## src/rtl/control_sequencer_pkg.sv

```systemverilog
// control_defs: shared constants for the hardwired control sequencer.
//   - 5-bit opcode constants as seen in ir[31:27]
//   - 4-bit state encoding (IDLE = 0)
//   - opcode-class codes produced by op_classifier
package control_defs;

  localparam logic [4:0] OP_ADD  = 5'd3;
  localparam logic [4:0] OP_SUB  = 5'd4;
  localparam logic [4:0] OP_SHR  = 5'd5;
  localparam logic [4:0] OP_SHRA = 5'd6;
  localparam logic [4:0] OP_SHL  = 5'd7;
  localparam logic [4:0] OP_ROR  = 5'd8;
  localparam logic [4:0] OP_ROL  = 5'd9;
  localparam logic [4:0] OP_AND  = 5'd10;
  localparam logic [4:0] OP_OR   = 5'd11;
  localparam logic [4:0] OP_MUL  = 5'd15;
  localparam logic [4:0] OP_DIV  = 5'd16;
  localparam logic [4:0] OP_NEG  = 5'd17;
  localparam logic [4:0] OP_NOT  = 5'd18;
  localparam logic [4:0] OP_NOP  = 5'd26;
  localparam logic [4:0] OP_HALT = 5'd27;

  typedef enum logic [3:0] {
    StIdle = 4'd0,
    StT0   = 4'd1,
    StT1   = 4'd2,
    StT2   = 4'd3,
    StT3   = 4'd4,
    StT4   = 4'd5,
    StT5   = 4'd6,
    StT6   = 4'd7,
    StHalt = 4'd8
  } state_e;

  typedef enum logic [2:0] {
    CLS_BINARY  = 3'd0,
    CLS_UNARY   = 3'd1,
    CLS_MULDIV  = 3'd2,
    CLS_NOP     = 3'd3,
    CLS_HALT    = 3'd4,
    CLS_ILLEGAL = 3'd5
  } op_class_e;

endpackage

```

## src/rtl/control_sequencer_op_classifier.sv

```systemverilog
// op_classifier: combinational map from a 5-bit opcode to its execution class.
// Ports:
//   opcode   in  5  ir[31:27]
//   op_class out    class code (control_defs::op_class_e)
// Build option MUL_DIV_EN: when undefined, MUL and DIV classify as illegal.
module op_classifier
  import control_defs::*;
(
  input  logic [4:0] opcode,
  output op_class_e  op_class
);

  always_comb begin
    op_class = CLS_ILLEGAL;
    case (opcode)
      OP_ADD, OP_SUB, OP_SHR, OP_SHRA, OP_SHL,
      OP_ROR, OP_ROL, OP_AND, OP_OR:             op_class = CLS_BINARY;
      OP_NEG, OP_NOT:                            op_class = CLS_UNARY;
`ifdef MUL_DIV_EN
      OP_MUL, OP_DIV:                            op_class = CLS_MULDIV;
`endif
      OP_NOP:                                    op_class = CLS_NOP;
      OP_HALT:                                   op_class = CLS_HALT;
      default:                                   op_class = CLS_ILLEGAL;
    endcase
  end

endmodule

```

## src/rtl/control_sequencer.sv

```systemverilog
// control_sequencer: Moore FSM driving the bus-based datapath control strobes through
// fetch (T0-T2) and register-to-register execute (T3-T6).
// Ports:
//   clk, clr (async active-high), start (pulse, honoured in IDLE/HALT), ir[31:0]
//   bus sources: PCout, Zlowout, ZHighout, MDRout
//   loads: MARin, PCin, MDRin, IRin, Yin, Zin (ZHI+ZLO), HIin, LOin
//   misc: IncPC, Read, Gra, Grb, Grc, Rin, Rout, operation[4:0], run, illegal (sticky)
// Build option MUL_DIV_EN: enables the MUL/DIV sequence (T5 LO, T6 HI); when undefined,
// MUL/DIV are illegal, T6 is unused and HIin/LOin/ZHighout stay 0.
module control_sequencer
  import control_defs::*;
(
  input  logic        clk,
  input  logic        clr,
  input  logic        start,
  input  logic [31:0] ir,
  output logic        PCout,
  output logic        Zlowout,
  output logic        ZHighout,
  output logic        MDRout,
  output logic        MARin,
  output logic        PCin,
  output logic        MDRin,
  output logic        IRin,
  output logic        Yin,
  output logic        Zin,
  output logic        HIin,
  output logic        LOin,
  output logic        IncPC,
  output logic        Read,
  output logic        Gra,
  output logic        Grb,
  output logic        Grc,
  output logic        Rin,
  output logic        Rout,
  output logic [4:0]  operation,
  output logic        run,
  output logic        illegal
);

  state_e    state_q, state_d;
  op_class_e op_class;
  logic      illegal_q;
  logic      start_ok;
  logic [4:0] opcode;

  assign opcode = ir[31:27];

  // Register fields are decoded by the datapath, not here.
  logic unused_ir_fields;
  assign unused_ir_fields = ^ir[26:0];

  op_classifier u_op_classifier (
    .opcode   (opcode),
    .op_class (op_class)
  );

  assign start_ok = start && (state_q == StIdle || state_q == StHalt);

  always_ff @(posedge clk or posedge clr) begin
    if (clr) begin
      state_q   <= StIdle;
      illegal_q <= 1'b0;
    end else begin
      state_q <= state_d;
      if (state_q == StT3 && op_class == CLS_ILLEGAL) begin
        illegal_q <= 1'b1;
      end else if (start_ok) begin
        illegal_q <= 1'b0;
      end
    end
  end

  always_comb begin
    state_d = state_q;
    case (state_q)
      StIdle, StHalt: if (start) state_d = StT0;
      StT0: state_d = StT1;
      StT1: state_d = StT2;
      StT2: state_d = StT3;
      StT3: begin
        case (op_class)
          CLS_BINARY, CLS_UNARY, CLS_MULDIV: state_d = StT4;
          CLS_NOP:                           state_d = StT0;
          default:                           state_d = StHalt;
        endcase
      end
      StT4: state_d = (op_class == CLS_UNARY) ? StT0 : StT5;
`ifdef MUL_DIV_EN
      StT5: state_d = (op_class == CLS_MULDIV) ? StT6 : StT0;
      StT6: state_d = StT0;
`else
      StT5: state_d = StT0;
`endif
      default: state_d = StIdle;
    endcase
  end

  always_comb begin
    PCout = 1'b0; Zlowout = 1'b0; ZHighout = 1'b0; MDRout = 1'b0;
    MARin = 1'b0; PCin = 1'b0; MDRin = 1'b0; IRin = 1'b0; Yin = 1'b0; Zin = 1'b0;
    HIin = 1'b0; LOin = 1'b0; IncPC = 1'b0; Read = 1'b0;
    Gra = 1'b0; Grb = 1'b0; Grc = 1'b0; Rin = 1'b0; Rout = 1'b0;
    operation = 5'd0;
    run = 1'b0;
    case (state_q)
      StT0: begin
        run = 1'b1; PCout = 1'b1; MARin = 1'b1; IncPC = 1'b1; Zin = 1'b1;
      end
      StT1: begin
        run = 1'b1; Zlowout = 1'b1; PCin = 1'b1; Read = 1'b1; MDRin = 1'b1;
      end
      StT2: begin
        run = 1'b1; MDRout = 1'b1; IRin = 1'b1;
      end
      StT3: begin
        run = 1'b1;
        if (op_class == CLS_BINARY || op_class == CLS_MULDIV) begin
          Grb = 1'b1; Rout = 1'b1; Yin = 1'b1;
        end else if (op_class == CLS_UNARY) begin
          Grb = 1'b1; Rout = 1'b1; Zin = 1'b1; operation = opcode;
        end
      end
      StT4: begin
        run = 1'b1;
        if (op_class == CLS_UNARY) begin
          Zlowout = 1'b1; Gra = 1'b1; Rin = 1'b1;
        end else if (op_class == CLS_BINARY || op_class == CLS_MULDIV) begin
          Grc = 1'b1; Rout = 1'b1; Zin = 1'b1; operation = opcode;
        end
      end
      StT5: begin
        run = 1'b1;
        if (op_class == CLS_BINARY) begin
          Zlowout = 1'b1; Gra = 1'b1; Rin = 1'b1;
        end
`ifdef MUL_DIV_EN
        else if (op_class == CLS_MULDIV) begin
          Zlowout = 1'b1; LOin = 1'b1;
        end
`endif
      end
`ifdef MUL_DIV_EN
      StT6: begin
        run = 1'b1; ZHighout = 1'b1; HIin = 1'b1;
      end
`endif
      default: ;
    endcase
  end

  assign illegal = illegal_q;

endmodule

```

## config.mk

```make
export PLATFORM = sky130hd
export DESIGN_NAME = control_sequencer
export DESIGN_NICKNAME = d
export VERILOG_FILES = /design/src/rtl/control_sequencer_pkg.sv /design/src/rtl/control_sequencer_op_classifier.sv /design/src/rtl/control_sequencer.sv
export SDC_FILE = /design/constraint.sdc
export NUM_CORES = 1
export LEC_CHECK = 0
export ABC_AREA = 1
export BUFFER_PORTS_ARGS = -buffer_cell sky130_fd_sc_hd__buf_2
export CAP_MARGIN = 15
export CORE_ASPECT_RATIO = 1.5
export CORE_MARGIN = 1
export CORE_UTILIZATION = 32
export CTS_CLUSTER_DIAMETER = 60
export DETAILED_ROUTE_END_ITERATION = 7
export GPL_TIMING_DRIVEN = 0
export PLACE_DENSITY = 0.75
export SLEW_MARGIN = 40
export SYNTH_ARGS = -nofsm -noshare
export SYNTH_HDL_FRONTEND = slang
export SYNTH_SLANG_ARGS = --single-unit
```

## constraint.sdc

```tcl
create_clock -name clk -period 1.7 [get_ports clk]
set_clock_uncertainty 0.15 [all_clocks]
set_input_delay 0.34 -clock clk [delete_from_list [all_inputs] [get_ports clk]]
set_output_delay 0.34 -clock clk [all_outputs]
set_load 0.01 [all_outputs]
```

==> metrics, run 1 <==
clock latency on the worst-skew pair 0.24 ns; number of max-cap violations 0; Pwr per Cell Area 1192 nW/um^2; kind of critical path input port to primary output; FMAX 478.8 MHz; Internal Power 0.7570 mW; hold-critical path depth 3; Synth Instances 105; CP Launch Type input port; Final HPWL DP 1355 microns; DR pass1 iterations 4; Die Wd 38.32 microns; Worst EP arrival 1.60 ns; Final ANT Viol Nets 0; RSZ-0062 raised after global routing yes; drt first-iter violations 19; setup_tns -5.520 ns; Yosys top cell area share 19.76%; crit path launch ir[27]; Seq/Total Area, Yosys 19.76%; Sequential Power Share 16.9%; Synth Flop Type dfrtp_1; Setup crit end kind primary output; Initial Util 34.14%; total power draw 1.437 mW; failing checks negative setup slack; Area contributors post-synth dfrtp_1 (20%), nand2_1 (14%), buf_4 (11%); via count 914; Layout Nets 200; fin area 1206 sq um; synth warn 0; overall global routing resource usage 20.15%; Clk pwr share 9.3%; Reg2Reg Depth 5; synthesized area 633.1 sq um; GRT overflow 0; FF+latch area 127.6 sq um; Logic pwr share 73.8%; Detailed Route WL 2146 microns; Seq cells post-synth 5; worst-path maximum fanout 5; reg-to-reg slack, setup 0.23 ns; Final Util 65.05%; Psw 0.6801 mW; Placer Congestion 0.8831; die area 2164 sq um; Net Sw Frac 47.32%; via/cell ratio 4.995; Syn-to-layout area delta 90.51%; worst r2r src state_q[0]; crit path to Rin; top post-synthesis cells by count nand2_1 (24), inv_1 (14), nand3_1 (12); crit path time final 2.089 ns; post-detailed-route wirelength per cell 11.73 microns; antenna cell count 0; layout cells sized above 1 65.43%; cell with the most instances after synthesis nand2_1; Multi-input gate area 515.5 sq um; Final Hold Vio Count 0; endpoints failing setup 23; core area 1854 sq um; Post-synth EDFFs 0; first-pass GRT wire length 3187 microns; Hold Slack 0.2400 ns; filler cell count in the final layout 160; Root Driver clkbuf_4; Port Buffers 30; IO Pins 61; status finished with violations; Clock Pin Slew Worst Setup and Hold Paths 0.05 ns; # clock sinks 5; row cnt 19; Async S/R FF share, synth 100.0%; pin count of the biggest net entering global routing 7; CTS tree yes; Inserted Clock Buffers 3; Avg Inst Size Synth 6.030 sq um; Max rail drop VDD 0.5311 mV; max-slew violations 0; Critical Path RT 1.21 ns; Reg-to-Reg End state_q[0]; final worst-path setup slack -0.3888 ns; initial antenna violation count 0; unique cell type count in the Yosys netlist 21; DP Area 852.1 sq um; Hold WC Path Type input port to flip-flop; clk buf depth 2; height of the die 56.48 microns; Leak Pwr 0.6832 nW; area leader, netlist dfrtp_1; vias in the first global route 771; H-tree levels 1; Final Cycle Share 122.9%; Residual DRC 0
## routing by layer
metal,global-route usage (%),part of all wire (%),vias up,wire length (microns)
met5,0,0,-,0
li1,-,-,441,-
met1,19.70,33,414,707
met3,2.767,4.9,10,105
met4,5.612,2.6,0,55
met2,39.71,60,49,1279
## layout make-up
| cell class | instances | share of cell area [%] |
|---|---|---|
| clock buffers | 4 | 2.178 |
| multi-input cells | 72 | 42.74 |
| well taps | 21 | 2.178 |
| repair buffers | 51 | 29.25 |
| flip-flops and latches | 5 | 10.58 |
| inverters | 21 | 7.158 |
| plain buffers | 9 | 5.913 |
## worst min-delay path by stage
stage,startpoint,to,slack (ns)
after global routing,start,state_q[0],0.26
after global placement,clr,illegal,0.09
after CTS,start,state_q[0],0.22
final,start,state_q[0],0.24
after floorplan,clr,illegal,-0.03
after detailed placement,clr,illegal,0.1
## worst max-delay path, cell delays in order
cell and delay [ns]:
buf_8 0.11, ha_1 0.24, nand3_1 0.12, nand2_2 0.13, nand2_1 0.12, nand4_1 0.21
nand2_2 0.15, buf_6 0.10, buf_6 0.08
## sequential cells by signal, summed over array words and instances (netlist names)
signal / flops
state_q: 4
illegal: 1
## logic make-up (layout without fill, tap and decap cells)
group	count (synthesis)	after routing	share of synthesized area (%)
AOI/OAI and AO/OA	10	10	9.487
buffers and inverters	30	85	23.12
other	1	3	0.5923
and+or+nand+nor	57	57	43.08
DFF	5	5	19.76
adders and majority gates	2	2	3.952
## power by group through the flow
stage | logic, mW | registers (mW) | clock network, mW
final | 1.06 | 0.243 | 0.134
after global routing | 1.15 | 0.250 | 0.143
after CTS | 0.891 | 0.243 | 0.137
after detailed placement | 0.732 | 0.225 | 0
after global placement | 0.717 | 0.224 | 0
after floorplan | 0.508 | 0.223 | 0
## what timing repair did
action                                  in CTS  in global routing
pin swaps                                   14                  7
resized for setup                           33                 13
hold buffers                                 1                  0
hold endpoints to repair                     5                  0
endpoints found under the setup margin      20                 24
setup buffers                               13                  7
## placed cells by master, fill, tap and decap left out, drive strengths merged
cell / Yosys / layout
nand4: 5 / 5
dfrtp: 5 / 5
nand2: 25 / 25
o21ai: 4 / 4
dlygate4sd3: 0 / 1
a21oi: 5 / 5
ha: 2 / 2
nor2: 10 / 10
inv: 21 / 21
nand3: 12 / 12
clkbuf: 0 / 4
a21boi: 1 / 1
conb: 1 / 3
nand3b: 1 / 1
nor3: 4 / 4
buf: 9 / 59
## per-stage QoR
step	instances	setup WS [ns]
2_1_floorplan	107	-0.08025
3_3_place_gp	158	-0.4407
3_5_place_dp	158	-0.4764
4_1_cts	176	-0.3336
5_1_grt	183	-0.4654
6_report	183	-0.3888
Power figures use the tool's default switching activity.
==> inputs of run 2 (changes only) <==
ABC_AREA = not set   (was 1)
CORE_UTILIZATION = 34   (was 32)
==> metrics, run 2 <==
first-pass GRT wire length 3001 microns (-5.8%); DR WL met3 103 microns (-1.9%); crit path time final 2.482 ns (+0.3931 ns); Leak Pwr 0.7254 nW (+6.2%); Inst Count DP 146 (-7.6%); crit-path max cell delay 0.61 ns (+0.37 ns); Port Buffers 28 (-6.7%); Residual DRC 0 (unchanged); area leader, netlist dfrtp_1; kind of critical path input port to primary output; synth warn 0 (unchanged); RSZ-0062 raised after global routing yes; vias in the first global route 704 (-8.7%); fin area 1526 sq um (+27%); CP Cell Sequence buf_8, clkinvlp_4, ha_4, nor2b_4, or2_0, or4_4, a21boi_4, buf_6; Seq cells post-synth 5 (unchanged); Detailed Route WL 2553 microns (+19%); DR pass1 iterations 4 (unchanged); Syn-to-layout area delta 105.7%; layout cells sized above 1 69.13% (+3.7 points); Non-Filler Instances 171 (-6.6%); Synth Flop Type dfrtp_1; Post-synth EDFFs 0 (unchanged); worst path bufs/invs 3 (unchanged); Initial Util 36.16% (+2.0 points); die area 2377 sq um (+9.8%); DRT met1 WL 921 microns (+30%); FMAX 402.9 MHz (-16%); Die Wd 40.14 microns (+4.8%); final worst-path setup slack -0.7818 ns (-0.3931 ns); Final HPWL DP 1400 microns (+3.3%); clk buf depth 2 (unchanged); Inserted Clock Buffers 3 (unchanged); Worst EP arrival 1.99 ns (+0.39 ns); Placer Congestion 0.7379 (-16%); worst-path maximum fanout 5 (unchanged); Hold Slack 0.2685 ns (+0.02849 ns); Layout Nets 187 (-6.5%); pin count of the biggest net entering global routing 11 (+4); most frequent cells in the layout buf_6 (26), buf_4 (23), buf_2 (12); met2 WL 1512 microns (+18%); overall global routing resource usage 17.98% (-2.2 points); via/cell ratio 5.246 (+5.0%); most flop-heavy register state_q; Hold WC Path Type input port to flip-flop; clock latency on the worst-skew pair 0.23 ns (about the same); via count 897 (-1.9%); top post-synthesis cells by count buf_4 (10), nor2_1 (8); antenna cell count 0 (unchanged); initial antenna violation count 0 (unchanged); max-slew violations 0 (unchanged); cell with the most instances after synthesis buf_4; height of the die 59.22 microns (+4.9%); Critical Path RT 1.21 ns (about the same); Clock Pin Slew Worst Setup and Hold Paths 0.04 ns (about the same); failing checks negative setup slack; number of flip-flops in the largest register 4 (unchanged); Async S/R FF share, synth 100.0% (unchanged); drt first-iter violations 16 (-3); row cnt 20 (+1); Avg Inst Size Synth 7.893 sq um (+31%); Final Hold Vio Count 0 (unchanged); Area contributors post-synth dfrtp_1 (17%), buf_4 (10%), buf_6 (6.1%); Max rail drop VDD 0.6988 mV (+32%); endpoints failing setup 24 (+4.3%); DP Area 1021 sq um (+20%); Seq/Total Area, Yosys 16.86% (-2.9 points); Final Cycle Share 146.0% (+23 points); CP max-delay cell or4_4; number of max-cap violations 0 (unchanged); crit-path leading delay family simple AND/OR/NAND/NOR gates; # clock sinks 5 (unchanged); total power draw 1.822 mW (+27%); Yosys top cell area share 16.86% (-2.9 points); H-tree levels 1 (unchanged); status finished with violations; CP Launch Type input port; post-detailed-route wirelength per cell 14.93 microns (+27%); CTS tree yes; Final ANT Viol Nets 0 (unchanged); Root Driver clkbuf_4; Pwr per Cell Area 1194 nW/um^2 (+0.19%); most common cell after layout, fill and taps aside buf_6; Top Metal Used met4; core area 2052 sq um (+11%); Setup crit end kind primary output; unique cell type count in the Yosys netlist 42 (+100%); synthesized area 742.0 sq um (+17%); Synth Instances 94 (-10%); IO Pins 61 (unchanged); GRT overflow 0 (unchanged)
[run 2: changes by cell type after synthesis, moves of 4 or more]
cell / before / now
nand2_1: 24 / 5
inv_1: 14 / 5
nand4_1: 4 / 0
nand3b_1: 1 / 5
nand3_1: 12 / 1
buf_6: 0 / 4
inv_2: 7 / 1
[run 2: cells by family after synthesis]
logic type                 after synthesis  synth area share [%]
buffers and inverters                   23                 20.91
and+or+nand+nor                         41                 36.09
adders and majority gates                2                 3.372
AOI/OAI and AO/OA                       22                 22.26
DFF                                      5                 16.86
other                                    1                0.5054
[run 2: per-stage QoR]
stage               util, %  TNS (ns)  worst slack [ns]
floorplan                 -    -4.253           -0.4180
global placement      49.76    -9.258           -0.6867
detailed placement    49.76    -9.978           -0.7382
global route          74.39    -11.78           -0.8177
finish                74.39    -10.57           -0.7818
CTS                   59.82    -9.362           -0.7559
[run 2: final timing paths]
kind                       startpoint           end  slack (ns)  depth (start not counted)
setup / recovery               ir[27]  operation[3]       -0.78                          8
hold / removal                  start    state_q[3]        0.27                          3
setup reg to reg           state_q[3]    state_q[0]        0.04                          7
hold reg to reg               illegal       illegal        0.37                          2
max in group asynchronous         clr    state_q[1]        0.83                          3
min in group asynchronous         clr    state_q[2]        0.39                          3
[run 2: repair_timing]
action	CTS	global route
pin swaps	5	15
buffers inserted	3	17
setup endpoints to repair	24	26
gates resized for setup	36	36
endpoints found under the hold margin	5	0
hold buffers	1	0
[run 2: cell type report]
type,count,area [sq um]
clock buffers,4,26.28
fillers,136,525.5
repair buffers,49,422.9
inverters,6,28.78
plain buffers,17,177.7
well taps,22,27.53
multi-input cells,68,716.9
flip-flops and latches,5,126.4
[run 2: tightest hold or removal path: cells and delay by family]
kind / cells / cell delay [ns]
compound gates: 1 / 0.07
buf+inv: 1 / 0.09
simple gates: 1 / 0.10
[run 2: where the power goes]
| part | switching [mW] | leakage [nW] | total [mW] | internal, mW |
|---|---|---|---|---|
| logic | 0.659 | 0.647 | 1.47 | 0.809 |
| registers | 0.0556 | 0.0638 | 0.223 | 0.167 |
| clock network | 0.0426 | 0.0150 | 0.131 | 0.0884 |
| total | 0.758 | 0.725 | 1.82 | 1.06 |
[run 2: layer usage]
metal / vias to the layer above / track usage [%]
li1: 435 / -
met1: 423 / 17.69
met2: 37 / 34.10
met3: 2 / 2.632
met4: 0 / 7.389
met5: - / 0
